**src/rtl/ssd_capture_if.sv**
```systemverilog
// ssd_capture_if
//   Bundles the multiplexed seven-segment bus that feeds the capture block
//   and the decoded result that it produces.
//
//   Signals
//     seg_in        7  segment bus, bit6=g .. bit0=a, 1 = segment lit
//     digit_sel_in  1  0 = ones digit on the bus, 1 = tens digit on the bus
//     digit0        4  committed ones digit (BCD)
//     digit1        4  committed tens digit (BCD)
//     value         7  digit1*10 + digit0
//     valid         1  a pair is committed and the bus has not timed out
//     update        1  strobe: a pair was committed this cycle
//     changed       1  strobe: qualifies update, committed value differs
//     code_err      1  strobe: a settled phase held an undecodable pattern
//     err_cnt       8  saturating count of code_err strobes
//     state_dbg     2  capture FSM state, for observation only
//
//   Handshake: there is no backpressure. update, changed and code_err are
//   single-cycle strobes that the consumer must sample every cycle.
//   digit0/digit1/value change only in the cycle where update is high and
//   are stable at all other times; valid is a level.
//
//   Modports
//     master : drives the segment bus, observes the result (bus source / bench)
//     slave  : receives the segment bus, drives the result (ssd_capture)

interface ssd_capture_if;
    logic [6:0] seg_in;
    logic       digit_sel_in;
    logic [3:0] digit0;
    logic [3:0] digit1;
    logic [6:0] value;
    logic       valid;
    logic       update;
    logic       changed;
    logic       code_err;
    logic [7:0] err_cnt;
    logic [1:0] state_dbg;

    modport master (
        output seg_in,
        output digit_sel_in,
        input  digit0,
        input  digit1,
        input  value,
        input  valid,
        input  update,
        input  changed,
        input  code_err,
        input  err_cnt,
        input  state_dbg
    );

    modport slave (
        input  seg_in,
        input  digit_sel_in,
        output digit0,
        output digit1,
        output value,
        output valid,
        output update,
        output changed,
        output code_err,
        output err_cnt,
        output state_dbg
    );
endinterface

```
**src/rtl/ssd_capture.sv**
```systemverilog
// ssd_capture
//   Receive-side monitor for a 2-digit multiplexed seven-segment bus.
//   The bus is resynchronised, each digit phase is allowed to settle for
//   SETTLE_CYCLES stable cycles, the settled pattern is decoded back to BCD
//   and a ones phase immediately followed by a tens phase is committed as a
//   pair. Used as a loopback reader of the display path.
//
//   Parameters
//     SETTLE_CYCLES   stable synchronised cycles required before sampling (>=2)
//     TIMEOUT_CYCLES  cycles without a digit-select toggle before valid drops
//
//   Ports
//     clk   in   system clock
//     rst   in   synchronous, active-high reset
//     bus   slave modport of ssd_capture_if (segment bus in, results out)

module ssd_capture #(
    parameter int SETTLE_CYCLES  = 1000,
    parameter int TIMEOUT_CYCLES = 4000000
) (
    input  logic          clk,
    input  logic          rst,
    ssd_capture_if.slave  bus
);

    localparam int SC_W = $clog2(SETTLE_CYCLES + 1);
    localparam int TO_W = $clog2(TIMEOUT_CYCLES + 1);

    // The stable counter is cleared in the cycle a change is seen, so the
    // phase is sampled when it shows SETTLE_CYCLES-1; this gives a commit
    // 2 + SETTLE_CYCLES + 1 cycles after the last bus change.
    localparam logic [SC_W-1:0] SETTLE_LAST = SC_W'(SETTLE_CYCLES - 1);
    localparam logic [TO_W-1:0] TIMEOUT_MAX = TO_W'(TIMEOUT_CYCLES);

    typedef enum logic [1:0] {
        WAIT_EDGE = 2'd0,
        SETTLE    = 2'd1,
        CAPTURED  = 2'd2
    } state_t;

    // Returns {ok, bcd}; ok=0 for anything outside the 0..9 glyph table.
    function automatic logic [4:0] decode_seg(input logic [6:0] seg);
        logic [4:0] r;
        r = 5'b0_0000;
        case (seg)
            7'b0111111: r = {1'b1, 4'd0};
            7'b0000110: r = {1'b1, 4'd1};
            7'b1011011: r = {1'b1, 4'd2};
            7'b1001111: r = {1'b1, 4'd3};
            7'b1100110: r = {1'b1, 4'd4};
            7'b1101101: r = {1'b1, 4'd5};
            7'b1111101: r = {1'b1, 4'd6};
            7'b0000111: r = {1'b1, 4'd7};
            7'b1111111: r = {1'b1, 4'd8};
            7'b1101111: r = {1'b1, 4'd9};
            default:    r = 5'b0_0000;
        endcase
        return r;
    endfunction

    // Synchroniser stages plus one history stage for change detection.
    logic [6:0] seg_s1, seg_s2, seg_q;
    logic       sel_s1, sel_s2, sel_q;

    state_t            state_q, state_n;
    logic [SC_W-1:0]   stable_cnt_q, stable_cnt_n;
    logic [TO_W-1:0]   tmo_cnt_q;
    logic              pair_q, pair_n;
    logic [3:0]        ones_q;

    logic [3:0] digit0_q, digit1_q;
    logic [6:0] value_q;
    logic       valid_q, update_q, changed_q, code_err_q;
    logic [7:0] err_cnt_q;

    logic       sel_tog, seg_chg, tmo_hit;
    logic       do_sample, discard;
    logic       commit, err_pulse, ones_load;
    logic [4:0] dec;
    logic       dec_ok;
    logic [3:0] dec_val;
    logic [6:0] new_value;

    assign sel_tog   = sel_s2 ^ sel_q;
    assign seg_chg   = (seg_s2 != seg_q);
    // A toggle in the same cycle restarts the timeout window, so it wins.
    assign tmo_hit   = (tmo_cnt_q == TIMEOUT_MAX) && !sel_tog;

    assign dec       = decode_seg(seg_s2);
    assign dec_ok    = dec[4];
    assign dec_val   = dec[3:0];
    assign new_value = 7'(dec_val) * 7'd10 + 7'(ones_q);

    // Next-state and phase bookkeeping.
    always_comb begin
        state_n      = state_q;
        stable_cnt_n = stable_cnt_q;
        do_sample    = 1'b0;
        discard      = 1'b0;

        if (tmo_hit) begin
            state_n = WAIT_EDGE;
        end else begin
            case (state_q)
                WAIT_EDGE: begin
                    if (sel_tog) begin
                        state_n      = SETTLE;
                        stable_cnt_n = '0;
                    end
                end
                SETTLE: begin
                    if (sel_tog) begin
                        // Phase ended before it settled: drop it, start the new one.
                        discard      = 1'b1;
                        stable_cnt_n = '0;
                    end else if (seg_chg) begin
                        stable_cnt_n = '0;
                    end else if (stable_cnt_q == SETTLE_LAST) begin
                        do_sample = 1'b1;
                        state_n   = CAPTURED;
                    end else begin
                        stable_cnt_n = stable_cnt_q + 1'b1;
                    end
                end
                CAPTURED: begin
                    if (sel_tog) begin
                        state_n      = SETTLE;
                        stable_cnt_n = '0;
                    end
                end
                default: begin
                    state_n = WAIT_EDGE;
                end
            endcase
        end
    end

    // Sample outcomes. sel_s2 is the phase being sampled (0 = ones, 1 = tens).
    always_comb begin
        commit    = 1'b0;
        err_pulse = 1'b0;
        ones_load = 1'b0;
        pair_n    = pair_q;

        if (tmo_hit || discard) begin
            pair_n = 1'b0;
        end else if (do_sample) begin
            if (!dec_ok) begin
                err_pulse = 1'b1;
                pair_n    = 1'b0;
            end else if (!sel_s2) begin
                ones_load = 1'b1;
                pair_n    = 1'b1;
            end else begin
                commit = pair_q;
                pair_n = 1'b0;
            end
            // A bad tens pattern also lands here with pair_n already 0.
        end
    end

    always_ff @(posedge clk) begin
        if (rst) begin
            seg_s1       <= '0;
            seg_s2       <= '0;
            seg_q        <= '0;
            sel_s1       <= 1'b0;
            sel_s2       <= 1'b0;
            sel_q        <= 1'b0;
            state_q      <= WAIT_EDGE;
            stable_cnt_q <= '0;
            tmo_cnt_q    <= '0;
            pair_q       <= 1'b0;
            ones_q       <= '0;
            digit0_q     <= '0;
            digit1_q     <= '0;
            value_q      <= '0;
            valid_q      <= 1'b0;
            update_q     <= 1'b0;
            changed_q    <= 1'b0;
            code_err_q   <= 1'b0;
            err_cnt_q    <= '0;
        end else begin
            seg_s1       <= bus.seg_in;
            seg_s2       <= seg_s1;
            seg_q        <= seg_s2;
            sel_s1       <= bus.digit_sel_in;
            sel_s2       <= sel_s1;
            sel_q        <= sel_s2;
            state_q      <= state_n;
            stable_cnt_q <= stable_cnt_n;
            pair_q       <= pair_n;

            if (sel_tog) begin
                tmo_cnt_q <= '0;
            end else if (tmo_cnt_q != TIMEOUT_MAX) begin
                tmo_cnt_q <= tmo_cnt_q + 1'b1;
            end

            if (ones_load) begin
                ones_q <= dec_val;
            end

            update_q   <= commit;
            changed_q  <= commit && (new_value != value_q);
            code_err_q <= err_pulse;

            // Digits and value are written together so a reader never sees a mixed pair.
            if (commit) begin
                digit0_q <= ones_q;
                digit1_q <= dec_val;
                value_q  <= new_value;
            end

            if (tmo_hit) begin
                valid_q <= 1'b0;
            end else if (commit) begin
                valid_q <= 1'b1;
            end

            if (err_pulse && (err_cnt_q != 8'hFF)) begin
                err_cnt_q <= err_cnt_q + 1'b1;
            end
        end
    end

    assign bus.digit0    = digit0_q;
    assign bus.digit1    = digit1_q;
    assign bus.value     = value_q;
    assign bus.valid     = valid_q;
    assign bus.update    = update_q;
    assign bus.changed   = changed_q;
    assign bus.code_err  = code_err_q;
    assign bus.err_cnt   = err_cnt_q;
    assign bus.state_dbg = state_q;

endmodule

```
**src/flat_wrapper.sv**
```systemverilog
// flat-port wrapper written by rule: the top's interface ports become plain ports
module ssd_capture_flat 
#(
    parameter int SETTLE_CYCLES  = 1000,
    parameter int TIMEOUT_CYCLES = 4000000
)
  (clk, rst, bus_seg_in, bus_digit_sel_in, bus_digit0, bus_digit1, bus_value, bus_valid, bus_update, bus_changed, bus_code_err, bus_err_cnt, bus_state_dbg);
  ssd_capture_if bus_i ();
  input  logic clk;
  input  logic rst;
  input wire logic [$bits(bus_i.seg_in)-1:0] bus_seg_in;
  input wire logic [$bits(bus_i.digit_sel_in)-1:0] bus_digit_sel_in;
  output wire logic [$bits(bus_i.digit0)-1:0] bus_digit0;
  output wire logic [$bits(bus_i.digit1)-1:0] bus_digit1;
  output wire logic [$bits(bus_i.value)-1:0] bus_value;
  output wire logic [$bits(bus_i.valid)-1:0] bus_valid;
  output wire logic [$bits(bus_i.update)-1:0] bus_update;
  output wire logic [$bits(bus_i.changed)-1:0] bus_changed;
  output wire logic [$bits(bus_i.code_err)-1:0] bus_code_err;
  output wire logic [$bits(bus_i.err_cnt)-1:0] bus_err_cnt;
  output wire logic [$bits(bus_i.state_dbg)-1:0] bus_state_dbg;
  assign bus_i.seg_in = bus_seg_in;
  assign bus_i.digit_sel_in = bus_digit_sel_in;
  assign bus_digit0 = bus_i.digit0;
  assign bus_digit1 = bus_i.digit1;
  assign bus_value = bus_i.value;
  assign bus_valid = bus_i.valid;
  assign bus_update = bus_i.update;
  assign bus_changed = bus_i.changed;
  assign bus_code_err = bus_i.code_err;
  assign bus_err_cnt = bus_i.err_cnt;
  assign bus_state_dbg = bus_i.state_dbg;
  ssd_capture #(.SETTLE_CYCLES(SETTLE_CYCLES), .TIMEOUT_CYCLES(TIMEOUT_CYCLES)) u_core (.clk(clk), .rst(rst), .bus(bus_i));
endmodule
```
**config.mk**
```make
export PLATFORM = sky130hd
export DESIGN_NAME = ssd_capture_flat
export DESIGN_NICKNAME = d
export VERILOG_FILES = /design/src/rtl/ssd_capture_if.sv /design/src/rtl/ssd_capture.sv /design/src/flat_wrapper.sv
export SDC_FILE = /design/constraint.sdc
export NUM_CORES = 1
export LEC_CHECK = 0
export BUFFER_PORTS_ARGS = -buffer_cell sky130_fd_sc_hd__buf_2
export CELL_PAD_IN_SITES_DETAIL_PLACEMENT = 0
export CELL_PAD_IN_SITES_GLOBAL_PLACEMENT = 1
export CORE_ASPECT_RATIO = 1.1
export CORE_UTILIZATION = 38
export DETAILED_ROUTE_END_ITERATION = 10
export PLACE_DENSITY_LB_ADDON = 0.1
export SYNTH_ARGS = -nofsm -noshare
export SYNTH_HDL_FRONTEND = slang
export SYNTH_SLANG_ARGS = --single-unit
```
**constraint.sdc**
```tcl
create_clock -name clk -period 4.25 [get_ports clk]
set_input_delay 0.85 -clock clk [delete_from_list [all_inputs] [get_ports clk]]
set_output_delay 0.85 -clock clk [all_outputs]
set_load 0.05 [all_outputs]
```
[Word-level counts from Yosys, hierarchy flattened]
Cells that the tools add are included.
W data, S select, Z words.
Storage, ports and cells
  register bits after elaboration: 90
  output and inout bits: 29
  word-level logic and storage cells: 92
Cells by class
  multipliers: 1
  eq/ne operators: 23
  bitwise logic cells: 2
  add/subtract/negate cells: 4
  reduce and logical (&&, ||, !) cells: 13
  mux-type cells: 30
Operator list (number)
  $pmux W5 S10: 1
  $eq A7 B7 Y1 const B: 7
  $mux W10: 4
  $add A22 B1 Y22 const B: 1
  $eq A22 B22 Y1 const B: 1
  $ne A22 B22 Y1 const B: 1
  $pmux W10 S2: 1
  $mux W1: 19
  $eq A7 B3 Y1 const B: 2
  $ne A7 B7 Y1: 2
  $add A10 B1 Y10 const B: 1
  $eq A10 B10 Y1 const B: 1
  $add A8 B1 Y8 const B: 1
  $mux W2: 4
  $ne A8 B8 Y1 const B: 1
  $reduce_and A4 Y1: 2
  $reduce_or A2 Y1: 4
  $add A7 B4 Y7: 1
  $eq A7 B6 Y1 const B: 1
  $mul A4 B3 Y6 const B: 1
  $ne A2 B1 Y1 const B: 2
  $ne A2 B2 Y1 const B: 2
  $ne A4 B2 Y1 const B: 1
  $pmux W2 S2: 1
  other kinds (9): 11

[Longest topological paths before layout]
  depth in word-level cells: 9
  mapped depth: 14
  depth with buffers taken out: 12

[Worst setup path before layout]
OpenSTA, ideal clock, no wires.
  path kind: reg-to-reg
  from: register u_core.seg_s2[5]
  to: register u_core.changed_q, in the netlist u_core.bus.changed
  cell stages (with the launch flop): 14
  data arrival time: 3.052 ns
  slack: 1.073 ns
  clock period less this slack: 3.177 ns
  cell sequence: dfxtp_1 > clkbuf_1 > nor2_1 > nand3b_1 > or2_2 > a21boi_0 > ha_1 > ha_1 > fa_1 > nand2_1 > nor2_1 > xnor2_1 > xor2_1 > o41a_1
On the way
  elaborated cells on any way between the ends: 23
  those cells by class: 1 x add/sub; 1 x mul; 12 x eq/ne; 8 x mux; 1 x reduce/logical
RTL lines
  start, declared: line ssd_capture.sv:62  | logic [6:0] seg_s1, seg_s2, seg_q;
  start signal, assigned: line ssd_capture.sv:185  | seg_s2 <= seg_s1;
  $eq A7 B7 Y1, or another cell as far along: line ssd_capture.sv:45  | case (seg)
  $pmux W5 S10 *: line ssd_capture.sv:45
  named net u_core.dec[1]: line ssd_capture.sv:79  | logic [4:0] dec;
  $mul A4 B3 Y6 *: line ssd_capture.sv:92  | assign new_value = 7'(dec_val) * 7'd10 + 7'(ones_q);
  $add A7 B4 Y7 *: line ssd_capture.sv:92
  $ne A7 B7 Y1 *: line ssd_capture.sv:205  | changed_q <= commit && (new_value != value_q);
  $logic_and A1 B1 Y1 *: line ssd_capture.sv:205
  end signal, assigned: line ssd_capture.sv:205
  end, declared: line ssd_capture.sv:73  | logic valid_q, update_q, changed_q, code_err_q;
Mark *: on every way through the listed nets, which the timed path passes. The rest lies on a longest branch.
A chain may end at the register's enable or synchronous reset.

[Worst setup path in the final report]
  from: register u_core.seg_s2[2]
  to: register u_core.changed_q, in the netlist u_core.bus.changed
The elaborated chain is that of the path after synthesis.

==> results.cfg <==
[clock_network]
cts_buffers = 9
cts.clk_slew.worst_paths_ps = 60
post_cts_buffers = 0
htreeDepth = 3
numClockSinks = 89
cts_tree = yes
ctsResizeCount = 0
clockBufferDepth = 2
cts-root-buf = clkbuf_16
clkLatencyLatePin_ps = 340
cts_hold_buffers = 0

[routing]
vias_per_cell = 5.01
vias = 3163
drt_wl_total_um = 8180
wl_per_cell_um = 13.0
drtIter0Drc = 66
firstDrtPassIters = 5
ant_nets = 0
drc = 0

[sta]
slew_headroom_pct = 33.8
worstMarginPinSlew_ps = 968
slew_violations = 0
finalSetupViolCount = 0
fin_crit_ps = 3580
setup_tns_ps = 0
hold_viol = 0
skew_ps = 6.32
max_freq_ghz = 0.279
rsz0062_at_grt = no
fin_crit_sh_pct = 84.3

[global_routing]
track_usage_pct = 16.5
grt_overflow = 0
grt_pass1_vias = 3033
grt_pass1_wl_um = 14500
grt_max_degree = 57
grt_antenna_before_repair = 0

[yosys]
syn_area_per_cell_um2 = 9.13
synthCells = 452
seq_area_frac_synth_pct = 43.2
ys_warn_count = 0
synth-seq-cells = 89
synth_cell_types = 52
synth_flop_cell = dfxtp_1
synth_fp_nets = 474
synth_area_leaders = dfxtp_1 43%, xnor2_1 7.0%, nor2_1 5.3%, nor2b_1 3.9%, mux2i_1 3.6%
synth_area_um2 = 4130
synth_top_area_share_pct = 43.2
synth_edf_count = 0
async_flop_share_pct = 0
synth_top_area_cell = dfxtp_1

[critical_path]
crit_type = register to register
end_kind = register
crit_fanout = 9
required_ps = 4470
rr_worst_depth = 12
r2r-end = u_core.bus.changed
start_kind = register
ff2ff_setup_slack_ps = 670
arrival_ps = 3810
worstReg2RegStart = u_core.seg_s2[2]

[run_status]
status = finished clean

[die]
die_area_um2 = 11300
fp.dieW_um = 101
fp-row-count = 39
start_util_pct = 39.3
core_region_area_um2 = 10500
die_h_um = 111
io_pins = 39

[finish]
final_util_pct = 45.0
fill_cells = 1075
layout_commonest_cell = dfxtp_1
fin_nets = 505
layout-area-overhead-vs-synth_pct = 14.4
diodes = 0
multi_input_area_um2 = 2190
drive_gt1_share_pct = 13.7
regArea_um2 = 1780
mostFrequentLayoutCells = 89 x dfxtp_1, 58 x nor2_1, 38 x buf_2

[placement]
place.gp.congestion = 0.794
hpwl_um = 5730
port_buffers = 38

[power]
p_leak_nw = 1.67
internal_power_w = 0.00135
netSwitchingPower_w = 0.000385
vdd_ir_drop_max_mv = 0.159
p_seq_share_pct = 49.7
netSwitchingFraction_pct = 22.2
clockPowerShare_pct = 46.1
powerDensity_nw_per_um2 = 367
combPwrFrac_pct = 4.2

[min_path]
hp-start = u_core.seg_s1[0]
min_path_cells = 1
min_to = u_core.seg_s2[0]
hp-class = register to register

[flow_run]
maxCapViolations = 0
==> power groups by stage <==
stage          logic (W)  clock network [W]  registers [W]
6_report       0.0000726           0.000798       0.000861
5_1_grt        0.0000828           0.000862       0.000863
4_1_cts        0.0000747           0.000826       0.000861
3_5_place_dp   0.0000746                  0       0.000880
3_3_place_gp   0.0000742                  0       0.000879
2_1_floorplan  0.0000573                  0       0.000876
==> logic make-up (layout without fill, tap and decap cells) <==
logic type               after synthesis  in the layout  share of synthesized area [%]
AO/OA/AOI/OAI                         59             59                           9.88
XOR/XNOR                              44             44                           9.52
adder cells (fa/ha/maj)               12             12                           4.00
buffers and inverters                 36             72                           3.79
flip-flops                            89             89                           43.2
multiplexers                          15             15                           3.64
AND/OR/NAND/NOR                      197            197                           26.0
==> per-layer routing <==
layer | vias up | share of wire, % | GRT usage [%]
met2 | 36 | 46 | 25.8
met4 | 0 | 2.0 | 7.54
met5 | - | 0 | 0
li1 | 1634 | - | -
met3 | 11 | 2.6 | 3.97
met1 | 1482 | 50 | 21.4
==> critical path, cell delays in order (launching register included) <==
cell,delay [ps]
dfxtp_1,480
xnor2_1,110
nor3b_1,350
o211ai_1,170
a21boi_0,520
ha_1,340
ha_1,210
fa_1,520
nand2_1,60
nor2_1,110
xnor2_1,170
xor2_1,100
o41a_1,310
==> registers in the layout (all words and copies together), names as in the netlist, 2 cells and up <==
| name | cells |
|---|---|
| u_core.stable_cnt_q | 10 |
| u_core.bus.state_dbg | 2 |
| u_core.bus.digit0 | 3 |
| u_core.ones_q | 4 |
| u_core.seg_s1 | 7 |
| u_core.tmo_cnt_q | 22 |
| u_core.seg_q | 7 |
| u_core.bus.err_cnt | 8 |
| u_core.bus.digit1 | 4 |
| u_core.seg_s2 | 7 |
| u_core.bus.value | 7 |
==> synth_stat cells, types with 2 or more instances <==
cell type  instances
a2111oi_0          2
a211oi_1           5
a21oi_1           22
and3_1             6
and4_1             2
buf_2              5
buf_4              2
clkbuf_1          14
dfxtp_1           89
fa_1               2
ha_1              10
inv_1             14
mux2i_1           15
nand2_1           20
nand2b_1           4
nand3_1           15
nand3b_1           5
nand4_1            9
nand4b_1           3
nor2_1            58
nor2b_1           26
nor3_1             7
nor3b_1            3
nor4_1             7
nor4b_1            3
nor4bb_1           2
o21ai_0           12
o31ai_1            6
or2_2              4
or3_1             12
or4_1              6
xnor2_1           33
xor2_1            10
==> stage by stage <==
stage | cells | hold WS [ps] | total power [W] | setup slack, ps | area, µm²
final | 631 | 435 | 0.00173 | 665 | 4720
after global routing | 631 | 466 | 0.00181 | 367 | 4720
after CTS | 631 | 439 | 0.00176 | 721 | 4720
after detailed placement | 615 | 425 | 0.000954 | 745 | 4420
after global placement | 615 | 421 | 0.000953 | 814 | 4420
after floorplan | 452 | 414 | 0.000934 | 1070 | 4130
==> worst max-delay path by stage <==
stage | startpoint | endpoint | slack, ps | cells after the start
after floorplan | u_core.seg_s2[5] | u_core.bus.changed | 1070 | 13
after global placement | u_core.seg_s2[2] | u_core.bus.changed | 810 | 12
after detailed placement | u_core.seg_s2[2] | u_core.bus.changed | 740 | 12
after CTS | u_core.seg_s2[2] | u_core.bus.changed | 720 | 12
after global routing | u_core.seg_s2[2] | u_core.bus.changed | 370 | 12
final | u_core.seg_s2[2] | u_core.bus.changed | 670 | 12
==> cell type report <==
class | count | area share (%)
multi-input cells | 327 | 46.4
flip-flops and latches | 89 | 37.7
clock buffers | 11 | 5.14
repair buffers | 42 | 4.66
well taps | 143 | 3.79
clock inverters | 5 | 1.17
inverters | 14 | 1.11
No activity file was read; power rests on OpenSTA's default activity.
